===== src/rtl/prv32_alu_issue.sv =====
// ============================================================================
// Module      : prv32_alu_issue
// Description : RV32I decode/issue stage producing ALU control, operand selects
//               and immediates behind a registered valid/ready output stage.
//               Optional 2-entry skid buffer via PRV32_ALU_ISSUE_SKID_EN.
// Revision    : 1.0 - initial release
// ============================================================================
`default_nettype none

module prv32_alu_issue #(
    parameter logic [3:0] RST_ALUFN = 4'b0000
) (
    input  logic        clk,
    input  logic        rst,
    input  logic        flush,
    input  logic        in_valid,
    output logic        in_ready,
    input  logic [31:0] in_instr,
    output logic        out_valid,
    input  logic        out_ready,
    output logic [3:0]  out_alufn,
    output logic [4:0]  out_shamt,
    output logic        out_shamt_sel,
    output logic        out_b_imm,
    output logic        out_a_pc,
    output logic [31:0] out_imm,
    output logic [4:0]  out_rs1,
    output logic [4:0]  out_rs2,
    output logic [4:0]  out_rd,
    output logic        out_illegal
);

    localparam logic [6:0] c_OPC_OP     = 7'b0110011;
    localparam logic [6:0] c_OPC_OPIMM  = 7'b0010011;
    localparam logic [6:0] c_OPC_LUI    = 7'b0110111;
    localparam logic [6:0] c_OPC_AUIPC  = 7'b0010111;
    localparam logic [6:0] c_OPC_LOAD   = 7'b0000011;
    localparam logic [6:0] c_OPC_STORE  = 7'b0100011;
    localparam logic [6:0] c_OPC_JALR   = 7'b1100111;
    localparam logic [6:0] c_OPC_BRANCH = 7'b1100011;

    localparam logic [3:0] c_ALU_ADD   = 4'b0000;
    localparam logic [3:0] c_ALU_SUB   = 4'b0001;
    localparam logic [3:0] c_ALU_PASSB = 4'b0011;
    localparam logic [3:0] c_ALU_OR    = 4'b0100;
    localparam logic [3:0] c_ALU_AND   = 4'b0101;
    localparam logic [3:0] c_ALU_XOR   = 4'b0111;
    localparam logic [3:0] c_ALU_SRL   = 4'b1000;
    localparam logic [3:0] c_ALU_SLL   = 4'b1001;
    localparam logic [3:0] c_ALU_SRA   = 4'b1010;
    localparam logic [3:0] c_ALU_SLT   = 4'b1101;
    localparam logic [3:0] c_ALU_SLTU  = 4'b1111;

    typedef struct packed {
        logic [3:0]  alufn;
        logic [4:0]  shamt;
        logic        shamt_sel;
        logic        b_imm;
        logic        a_pc;
        logic [31:0] imm;
        logic [4:0]  rs1;
        logic [4:0]  rs2;
        logic [4:0]  rd;
        logic        illegal;
    } dec_t;

    logic [6:0]  w_opc;
    logic [2:0]  w_f3;
    logic [6:0]  w_f7;
    logic        w_f7_zero;
    logic        w_f7_alt;
    logic [31:0] w_imm_i;
    logic [31:0] w_imm_s;
    logic [31:0] w_imm_b;
    logic [31:0] w_imm_u;
    logic [3:0]  w_f3_alufn;
    logic        w_legal;
    logic [3:0]  w_alufn;
    logic        w_shamt_sel;
    logic        w_b_imm;
    logic        w_a_pc;
    logic [31:0] w_imm;
    dec_t        w_dec;
    dec_t        w_out;
    logic        w_accept;
    logic        w_free;

    logic        r_main_valid;
    dec_t        r_main;

    assign w_opc     = in_instr[6:0];
    assign w_f3      = in_instr[14:12];
    assign w_f7      = in_instr[31:25];
    assign w_f7_zero = (w_f7 == 7'b0000000);
    assign w_f7_alt  = (w_f7 == 7'b0100000);

    assign w_imm_i = {{20{in_instr[31]}}, in_instr[31:20]};
    assign w_imm_s = {{20{in_instr[31]}}, in_instr[31:25], in_instr[11:7]};
    assign w_imm_b = {{19{in_instr[31]}}, in_instr[31], in_instr[7],
                      in_instr[30:25], in_instr[11:8], 1'b0};
    assign w_imm_u = {in_instr[31:12], 12'h000};

    // Base funct3 map shared by OP and OP-IMM; SUB/SRA are patched in below.
    always_comb begin
        w_f3_alufn = c_ALU_ADD;
        case (w_f3)
            3'b000:  w_f3_alufn = c_ALU_ADD;
            3'b001:  w_f3_alufn = c_ALU_SLL;
            3'b010:  w_f3_alufn = c_ALU_SLT;
            3'b011:  w_f3_alufn = c_ALU_SLTU;
            3'b100:  w_f3_alufn = c_ALU_XOR;
            3'b101:  w_f3_alufn = c_ALU_SRL;
            3'b110:  w_f3_alufn = c_ALU_OR;
            default: w_f3_alufn = c_ALU_AND;
        endcase
    end

    always_comb begin
        w_legal     = 1'b1;
        w_alufn     = RST_ALUFN;
        w_shamt_sel = 1'b0;
        w_b_imm     = 1'b0;
        w_a_pc      = 1'b0;
        w_imm       = 32'h0;
        case (w_opc)
            c_OPC_OP: begin
                w_legal = w_f7_zero || (w_f7_alt && (w_f3 == 3'b000 || w_f3 == 3'b101));
                w_alufn = w_f3_alufn;
                if (w_f7_alt && w_f3 == 3'b000) w_alufn = c_ALU_SUB;
                if (w_f7_alt && w_f3 == 3'b101) w_alufn = c_ALU_SRA;
            end
            c_OPC_OPIMM: begin
                w_b_imm     = 1'b1;
                w_imm       = w_imm_i;
                w_alufn     = w_f3_alufn;
                w_shamt_sel = (w_f3 == 3'b001) || (w_f3 == 3'b101);
                if (w_f3 == 3'b001) w_legal = w_f7_zero;
                if (w_f3 == 3'b101) w_legal = w_f7_zero || w_f7_alt;
                if (w_f3 == 3'b101 && w_f7_alt) w_alufn = c_ALU_SRA;
            end
            c_OPC_LUI: begin
                w_alufn = c_ALU_PASSB;
                w_b_imm = 1'b1;
                w_imm   = w_imm_u;
            end
            c_OPC_AUIPC: begin
                w_alufn = c_ALU_ADD;
                w_a_pc  = 1'b1;
                w_b_imm = 1'b1;
                w_imm   = w_imm_u;
            end
            c_OPC_LOAD, c_OPC_JALR: begin
                w_alufn = c_ALU_ADD;
                w_b_imm = 1'b1;
                w_imm   = w_imm_i;
            end
            c_OPC_STORE: begin
                w_alufn = c_ALU_ADD;
                w_b_imm = 1'b1;
                w_imm   = w_imm_s;
            end
            c_OPC_BRANCH: begin
                w_alufn = c_ALU_SUB;
                w_imm   = w_imm_b;
            end
            default: w_legal = 1'b0;
        endcase
    end

    // Register index and shamt fields pass through raw; illegal entries zero all selects.
    always_comb begin
        w_dec         = '0;
        w_dec.alufn   = RST_ALUFN;
        w_dec.shamt   = in_instr[24:20];
        w_dec.rs1     = in_instr[19:15];
        w_dec.rs2     = in_instr[24:20];
        w_dec.rd      = in_instr[11:7];
        w_dec.illegal = !w_legal;
        if (w_legal) begin
            w_dec.alufn     = w_alufn;
            w_dec.shamt_sel = w_shamt_sel;
            w_dec.b_imm     = w_b_imm;
            w_dec.a_pc      = w_a_pc;
            w_dec.imm       = w_imm;
        end
    end

    assign w_free = !r_main_valid || out_ready;

`ifdef PRV32_ALU_ISSUE_SKID_EN
    logic r_skid_valid;
    dec_t r_skid;

    assign in_ready = !r_skid_valid;
    assign w_accept = in_valid && in_ready && !flush;

    always_ff @(posedge clk) begin
        if (rst) begin
            r_main_valid <= 1'b0;
            r_skid_valid <= 1'b0;
            r_main       <= '0;
            r_skid       <= '0;
        end else if (flush) begin
            r_main_valid <= 1'b0;
            r_skid_valid <= 1'b0;
        end else if (w_free) begin
            // in_ready is low whenever skid holds an entry, so no accept collides with the move.
            if (r_skid_valid) begin
                r_main       <= r_skid;
                r_main_valid <= 1'b1;
                r_skid_valid <= 1'b0;
            end else begin
                r_main_valid <= w_accept;
                if (w_accept) r_main <= w_dec;
            end
        end else if (w_accept) begin
            r_skid       <= w_dec;
            r_skid_valid <= 1'b1;
        end
    end
`else
    assign in_ready = w_free;
    assign w_accept = in_valid && in_ready && !flush;

    always_ff @(posedge clk) begin
        if (rst) begin
            r_main_valid <= 1'b0;
            r_main       <= '0;
        end else if (flush) begin
            r_main_valid <= 1'b0;
        end else if (w_accept) begin
            r_main_valid <= 1'b1;
            r_main       <= w_dec;
        end else if (out_ready) begin
            r_main_valid <= 1'b0;
        end
    end
`endif

    // Idle outputs present the reset entry so alufn rests at RST_ALUFN.
    always_comb begin
        w_out       = '0;
        w_out.alufn = RST_ALUFN;
        if (r_main_valid) w_out = r_main;
    end

    assign out_valid     = r_main_valid;
    assign out_alufn     = w_out.alufn;
    assign out_shamt     = w_out.shamt;
    assign out_shamt_sel = w_out.shamt_sel;
    assign out_b_imm     = w_out.b_imm;
    assign out_a_pc      = w_out.a_pc;
    assign out_imm       = w_out.imm;
    assign out_rs1       = w_out.rs1;
    assign out_rs2       = w_out.rs2;
    assign out_rd        = w_out.rd;
    assign out_illegal   = w_out.illegal;

endmodule

`default_nettype wire

===== config.mk =====
export PLATFORM = sky130hd
export DESIGN_NAME = prv32_alu_issue
export DESIGN_NICKNAME = d
export VERILOG_FILES = /design/src/rtl/prv32_alu_issue.sv
export SDC_FILE = /design/constraint.sdc
export NUM_CORES = 1
export LEC_CHECK = 0
export CORE_ASPECT_RATIO = 0.9
export CORE_MARGIN = 2
export CORE_UTILIZATION = 48
export CTS_BUF_LIST = sky130_fd_sc_hd__clkbuf_4 sky130_fd_sc_hd__clkbuf_8
export CTS_CLUSTER_SIZE = 20
export DETAILED_ROUTE_END_ITERATION = 12
export HOLD_SLACK_MARGIN = 0.1
export MAX_ROUTING_LAYER = met4
export PLACE_DENSITY = 0.83
export SLEW_MARGIN = 20
export SYNTH_ARGS = -nofsm -noshare
export SYNTH_HDL_FRONTEND = slang
export SYNTH_SLANG_ARGS = --single-unit
export TNS_END_PERCENT = 100

===== constraint.sdc =====
create_clock -name clk -period 1.7 [get_ports clk]
set_input_delay 0.17 -clock clk [delete_from_list [all_inputs] [get_ports clk]]
set_output_delay 0.17 -clock clk [all_outputs]
set_load 0.03 [all_outputs]

==> PnR_summary.wiki, run 1 <==
{| class="wikitable"
! Metric !! Value
|-
| Count of input and output buffers || 98
|-
| Max Cap Violations || 0
|-
| Via density per instance || 5.53
|-
| H-tree levels || 2
|-
| Final setup violation count || 0
|-
| Leakage power figure || 1.83 nW
|-
| Clock root buffer || sky130_fd_sc_hd__clkbuf_8
|-
| Synthesis-to-finish area growth || 46.7%
|-
| Post-layout instance count excluding filler cells || 576
|-
| Utilization after layout || 0.728
|-
| RSZ-0062 raised after global routing || yes
|-
| Most common flop cell mapped by yosys || sky130_fd_sc_hd__dfxtp_1
|-
| Die outline width || 87.8 um
|-
| Minimum clock period || 1.65 ns
|-
| Row count || 27
|-
| GPL Wtd Cong || 0.976
|-
| Initial antenna violation count || 0
|-
| Die Height || 79.4 um
|-
| CTS sink cnt || 56
|-
| First-pass detailed-route iteration total || 6
|-
| Data required time of the worst path || 1.94 ns
|-
| Capturing element type of the critical path || flop
|-
| Post-detailed-routing wire length || 8820 um
|-
| Summed instance area of the synthesized netlist || 3040 um^2
|-
| Slew Viols, Final || 0
|-
| Final cycle utilization of the critical path || 0.969
|-
| VDD IR-drop max || 0.000319 V
|-
| Worst Path Arrival || 1.89 ns
|-
| Run status || completed
|-
| CTS Buf Count || 5
|-
| Final HPWL DP || 6540 um
|-
| Via count of the first global-routing pass || 2990
|-
| Clock latency at the later pin of the worst-skew pair || 0.30 ns
|-
| Category of the critical setup timing path || input pin to flop
|-
| Sequential fraction of the synthesis area || 0.369
|-
| I/O pin cnt || 99
|-
| Critical path startpoint category || input pin
|-
| CTS Buffer Depth || 2
|-
| Unique cell type count in the Yosys netlist || 41
|-
| Average wire per standard cell || 15.3 um
|-
| Pwr per Cell Area || 598 nW/um^2
|-
| Worst-case clock skew || 0.00484 ns
|-
| Average cell area after synthesis || 8.23 um^2
|-
| Layout cells sized above 1 || 0.309
|-
| Floorplan core area || 6110 um^2
|-
| Most common library cell in the layout ignoring fill and taps || sky130_fd_sc_hd__buf_4
|-
| Hold violation total from the final report || 0
|-
| Largest net degree at the start of global routing || 57
|-
| Remaining design rule violation count || 0
|-
| Leading cell types in the layout, fill and taps excluded || sky130_fd_sc_hd__buf_4 (106), sky130_fd_sc_hd__and2_1 (55), sky130_fd_sc_hd__dfxtp_1 (55)
|-
| Effective utilization at floorplan || 0.496
|-
| Worst min-delay path category || input pin to flop
|-
| Count of flip-flops with a built-in enable after synthesis || 0
|-
| TritonCTS clock tree || built
|-
| Number of nets in the final layout || 525
|-
| Iter 0 DRT Violations || 226
|-
| Post-placement cell count || 567
|-
| #FFs+latches synth || 56
|-
| Highest fanout seen on the critical path || 6
|-
| Worst-margin pin slew || 0.424 ns
|-
| Wire length of the first global-routing pass || 14200 um
|-
| Net count of the mapped netlist || 406
|-
| YS warnings || 0
|-
| Number of hold buffers added after CTS || 0
|-
| Global route overflow || 0
|-
| Routed Antenna Nets || 0
|-
| CTS clk-pin slew, worst paths || 0.10 ns
|-
| Cell count after synthesis || 369
|-
| Number of diodes added for antenna fixing || 0
|-
| Die Area || 6980 um^2
|-
| FMAX || 607 MHz
|-
| Total number of vias || 3188
|-
| Overall routing resource usage || 0.261
|-
| Worst slew margin || 0.716
|-
| FFs w/ async S/R, synth || 0
|}
power breakdown:
group	internal, mW	total [mW]	switching, mW
Combinational	0.201	0.423	0.221
Clock	0.462	0.903	0.441
Sequential	1.33	1.34	0.00835
worst paths after layout:
path	from	endpoint	slack, ns	cells after the start
setup / recovery	in_instr[13]	r_main[0]	0.05	7
setup reg to reg	out_valid	r_main[21]	0.14	7
hold / removal	in_instr[12]	r_main[28]	0.30	3
hold reg to reg	r_main[1]	r_main[1]	0.46	2
logic make-up (layout without fill, tap and decap cells):
family	count (synthesis)	after routing	share of synthesized area
AO/OA/AOI/OAI	100	100	0.232
flip-flops	56	56	0.369
buffers and inverters	43	163	0.0725
XOR/XNOR	2	2	0.00577
AND/OR/NAND/NOR	168	168	0.321
final cells by class:
cell class / instances / area, um^2
inverter: 4 / 15.0
clock inverter: 2 / 38.8
fill: 471 / 1660
tap: 87 / 109
multi-input combinational: 270 / 1780
timing repair buffer: 151 / 1310
clock buffer: 6 / 76.3
sequential: 56 / 1120
flip-flops by register name (all words and copies together), names as in the netlist:
name / cells
out_valid: 1
r_main: 55
critical path: stages:
cell and delay, ns:
sky130_fd_sc_hd__clkdlybuf4s50_1 0.47, sky130_fd_sc_hd__and3b_1 0.19, sky130_fd_sc_hd__o311ai_2 0.33, sky130_fd_sc_hd__a21oi_4 0.11
sky130_fd_sc_hd__buf_4 0.18, sky130_fd_sc_hd__or3_1 0.34, sky130_fd_sc_hd__a21oi_1 0.11
cells in the mapped netlist, drive strengths merged, types with 2 or more instances:
| cell type | instances | area [um^2] |
|---|---|---|
| nand2b | 5 | 31.3 |
| o31ai | 27 | 228 |
| buf | 17 | 123 |
| nor4b | 2 | 23.8 |
| nand2 | 47 | 176 |
| clkbuf | 22 | 82.6 |
| nor4 | 3 | 33.8 |
| xor2 | 2 | 17.5 |
| nor3 | 4 | 20.0 |
| o21ai | 7 | 46.3 |
| a21oi | 44 | 231 |
| or3 | 2 | 12.5 |
| inv | 4 | 15.0 |
| a31oi | 2 | 12.5 |
| a32o | 6 | 60.1 |
| nand3b | 29 | 218 |
| nor2b | 2 | 12.5 |
| and2 | 55 | 344 |
| dfxtp | 56 | 1120 |
| a22oi | 5 | 37.5 |
| nand3 | 5 | 25.0 |
| a211oi | 2 | 15.0 |
| and3b | 3 | 26.3 |
| nor2 | 9 | 36.3 |
routing by layer:
layer / GRT usage / part of all wire / routed length (um) / up-vias
met4: 0.0477 / 0.0056 / 49 / 0
met3: 0.0414 / 0.055 / 488 / 6
met5: - / 0 / 0 / -
li1: - / - / - / 1529
met1: 0.345 / 0.45 / 3950 / 1524
met2: 0.429 / 0.49 / 4330 / 129
per-stage QoR:
step	hold WS, ns	area (um^2)	total power [mW]	setup TNS (ns)	setup WS, ns
floorplan	0.242	3040	1.56	0	0.00942
global placement	0.436	4230	1.77	-8.81	-0.270
detailed placement	0.444	4230	1.78	-10.65	-0.355
CTS	0.312	4350	2.66	0	0.00562
global route	0.311	4450	2.76	-0.00147	-0.00106
finish	0.298	4450	2.67	0	0.0519
timing repair:
item                                    CTS  global route
endpoints found under the setup margin    9            35
hold endpoints to repair                  0             0
pin swaps                                 1             6
resized for setup                         2            23
buffers inserted                          1             0
(Power assumes the default switching activity.)
==> run 2: changes to the inputs <==
PLACE_DENSITY = 0.94   (was 0.83)
==> PnR_summary.wiki, run 2 (synthesized netlist as in run 1, its figures left out) <==
{| class="wikitable"
! Metric !! Value
|-
| Run status || finished with violations
|-
| Violations in the final reports || negative setup slack
|-
| Source of the worst register-to-register timing path || out_valid
|-
| Worst min-delay path category || input pin to flop
|-
| Number of stages on the worst hold path || 2 (-1)
|-
| Layout cells sized above 1 || 0.304 (-0.00507)
|-
| Most common library cell in the layout ignoring fill and taps || sky130_fd_sc_hd__buf_4
|-
| Slew Viols, Final || 0 (unchanged)
|-
| VDD IR-drop max || 0.000471 V (+48%)
|-
| Via count of the first global-routing pass || 2994 (+0.13%)
|-
| Highest fanout seen on the critical path || 6 (unchanged)
|-
| Final cycle utilization of the critical path || 1.00 (+0.0314)
|-
| Synthesis-to-finish area growth || 47.0%
|-
| Minimum clock period || 1.70 ns (+0.0533 ns)
|-
| Routed Antenna Nets || 0 (unchanged)
|-
| RR Endpoint || r_main[47]
|-
| Total number of vias || 3247 (+1.9%)
|-
| Die Height || 79.4 um (unchanged)
|-
| Fillers || 432 (-8.3%)
|-
| Floorplan core area || 6110 um^2 (unchanged)
|-
| Overall routing resource usage || 0.264 (+0.00291)
|-
| Flop pwr share || 0.526 (+0.024)
|-
| TritonCTS clock tree || built
|-
| Critical path startpoint category || input pin
|-
| Reg with most FFs || r_main
|-
| Flip-flop count of the largest register after layout || 55 (unchanged)
|-
| First-pass detailed-route iteration total || 5 (-1)
|-
| Row count || 27 (unchanged)
|-
| CTS clk-pin slew, worst paths || 0.11 ns (about the same)
|-
| Post-detailed-routing wire length || 9400 um (+6.6%)
|-
| RSZ-0062 raised after global routing || yes
|-
| Category of the critical setup timing path || input pin to flop
|-
| Met3 global-route usage || 0.0362 (-0.00517)
|-
| Wire length of the first global-routing pass || 14400 um (+1.5%)
|-
| Iter 0 DRT Violations || 323 (+43%)
|-
| Min-delay src || rst
|-
| Clock latency at the later pin of the worst-skew pair || 0.31 ns (about the same)
|-
| Initial antenna violation count || 0 (unchanged)
|-
| Internal portion of total power || 1.82 mW (-8.5%)
|-
| Number of hold buffers added after CTS || 0 (unchanged)
|-
| CTS Buf Count || 5 (unchanged)
|-
| Final Worst Setup Slack || -0.00140 ns (-0.0533 ns)
|-
| Footprint of the multi-input gates || 1830 um^2 (+2.6%)
|-
| Leading cell types in the layout, fill and taps excluded || sky130_fd_sc_hd__buf_4 (95), sky130_fd_sc_hd__and2_1 (55), sky130_fd_sc_hd__dfxtp_1 (55)
|-
| GPL Wtd Cong || 0.888 (-9.1%)
|-
| Largest net degree at the start of global routing || 72 (+26%)
|-
| CTS Buffer Depth || 2 (unchanged)
|-
| Remaining design rule violation count || 0 (unchanged)
|-
| Final HPWL DP || 6250 um (-4.4%)
|-
| Pwr per Cell Area || 571 nW/um^2 (-4.6%)
|-
| Worst-case clock skew || 0.00685 ns (+0.00201 ns)
|-
| I/O pin cnt || 99 (unchanged)
|-
| Hold violation total from the final report || 0 (unchanged)
|-
| Die outline width || 87.8 um (unchanged)
|-
| Worst slew margin || 0.655 (-0.0616)
|-
| Number of nets in the final layout || 520 (-0.95%)
|-
| Worst-case register-to-register setup slack || 0.05 ns (-0.09 ns)
|-
| Global route overflow || 0 (unchanged)
|-
| GRT busiest layer || met2
|-
| FMAX || 588 MHz (-3.1%)
|-
| Met2 capacity usage during global routing || 0.461 (+0.0318)
|-
| Die Area || 6980 um^2 (unchanged)
|-
| Clock root buffer || sky130_fd_sc_hd__clkbuf_8
|-
| H-tree levels || 2 (unchanged)
|-
| Worst r2r path cells || 6 (-1)
|-
| Capturing element type of the critical path || flop
|-
| Switching portion of total power || 0.284 (+0.0320)
|-
| Final setup violation count || 1 (+1)
|-
| Number of diodes added for antenna fixing || 0 (unchanged)
|-
| Post-route total power || 2.55 mW (-4.4%)
|-
| Proportion of power drawn by the clock network || 0.307 (-0.032)
|-
| CTS sink cnt || 56 (unchanged)
|-
| Part of the power in combinational logic || 0.167 (+0.008)
|-
| Effective utilization at floorplan || 0.496 (unchanged)
|-
| Reported net switching power || 0.723 mW (+7.7%)
|-
| Worst Path Arrival || 1.96 ns (+0.07 ns)
|-
| Leakage power figure || 1.79 nW (-2.1%)
|-
| Sequential cell area in the final layout || 1120 um^2 (unchanged)
|-
| Max Cap Violations || 0 (unchanged)
|-
| Via density per instance || 5.69 (+2.7%)
|-
| Data required time of the worst path || 1.96 ns (+0.02 ns)
|-
| Count of input and output buffers || 98 (unchanged)
|-
| Met1 routing resource usage after global routing || 0.320 (-0.0255)
|-
| Hold EP || r_main[0]
|-
| Average wire per standard cell || 16.5 um (+7.5%)
|-
| Hold slack final || 0.204 ns (-0.0940 ns)
|-
| Worst-margin pin slew || 0.518 ns (+0.0938 ns)
|}
-- run 2: per-layer routing --
metal	vias to the layer above	part of all wire
met1	1547	0.40
met2	161	0.52
li1	1519	-
met4	0	0.018
met3	20	0.063
met5	-	0
-- run 2: power groups by stage --
stage / combinational, mW / clock, mW / sequential, mW
5_1_grt: 0.454 / 0.842 / 1.34
3_3_place_gp: 0.378 / 0 / 1.37
2_1_floorplan: 0.189 / 0 / 1.37
4_1_cts: 0.402 / 0.779 / 1.34
3_5_place_dp: 0.391 / 0 / 1.37
6_report: 0.426 / 0.782 / 1.34
-- run 2: repair_timing --
item,4_1_cts,5_1_grt
pin swaps,3,10
endpoints found under the setup margin,34,40
gates resized for setup,13,21
gates cloned,1,2
buffers inserted,0,3
-- run 2: worst max-delay path by stage --
stage,startpoint,end,cells after the start
5_1_grt,in_instr[25],r_main[50],8
3_5_place_dp,in_instr[14],r_main[35],6
4_1_cts,in_instr[13],r_main[45],7
2_1_floorplan,out_valid,r_main[21],5
3_3_place_gp,in_instr[13],r_main[18],6
6_report,in_instr[30],r_main[0],8
-- run 2: worst max-delay path, cell delays in order --
cell	delay, ns
sky130_fd_sc_hd__clkdlybuf4s50_1	0.48
sky130_fd_sc_hd__inv_1	0.07
sky130_fd_sc_hd__o311ai_4	0.31
sky130_fd_sc_hd__a21oi_4	0.11
sky130_fd_sc_hd__buf_12	0.15
sky130_fd_sc_hd__buf_4	0.15
sky130_fd_sc_hd__or3_1	0.38
sky130_fd_sc_hd__a21oi_2	0.15
-- run 2: cell type report --
class                      instances  area share
tap                               87      0.0244
multi-input combinational        273       0.410
sequential                        56       0.251
timing repair buffer             143       0.290
inverter                           4     0.00336
clock buffer                       5      0.0154
clock inverter                     3     0.00561
-- run 2: per-stage QoR --
stage / TNS (ns) / instances / worst slack [ns] / util / cell area, um^2
2_1_floorplan: 0 / 369 / 0.00942 / - / 3040
3_3_place_gp: -15.26 / 557 / -0.467 / 0.684 / 4180
3_5_place_dp: -19.05 / 557 / -0.590 / 0.684 / 4180
4_1_cts: -0.0168 / 566 / -0.00673 / 0.707 / 4320
5_1_grt: -0.309 / 571 / -0.0526 / 0.730 / 4460
6_report: -0.00140 / 571 / -0.00140 / 0.730 / 4460
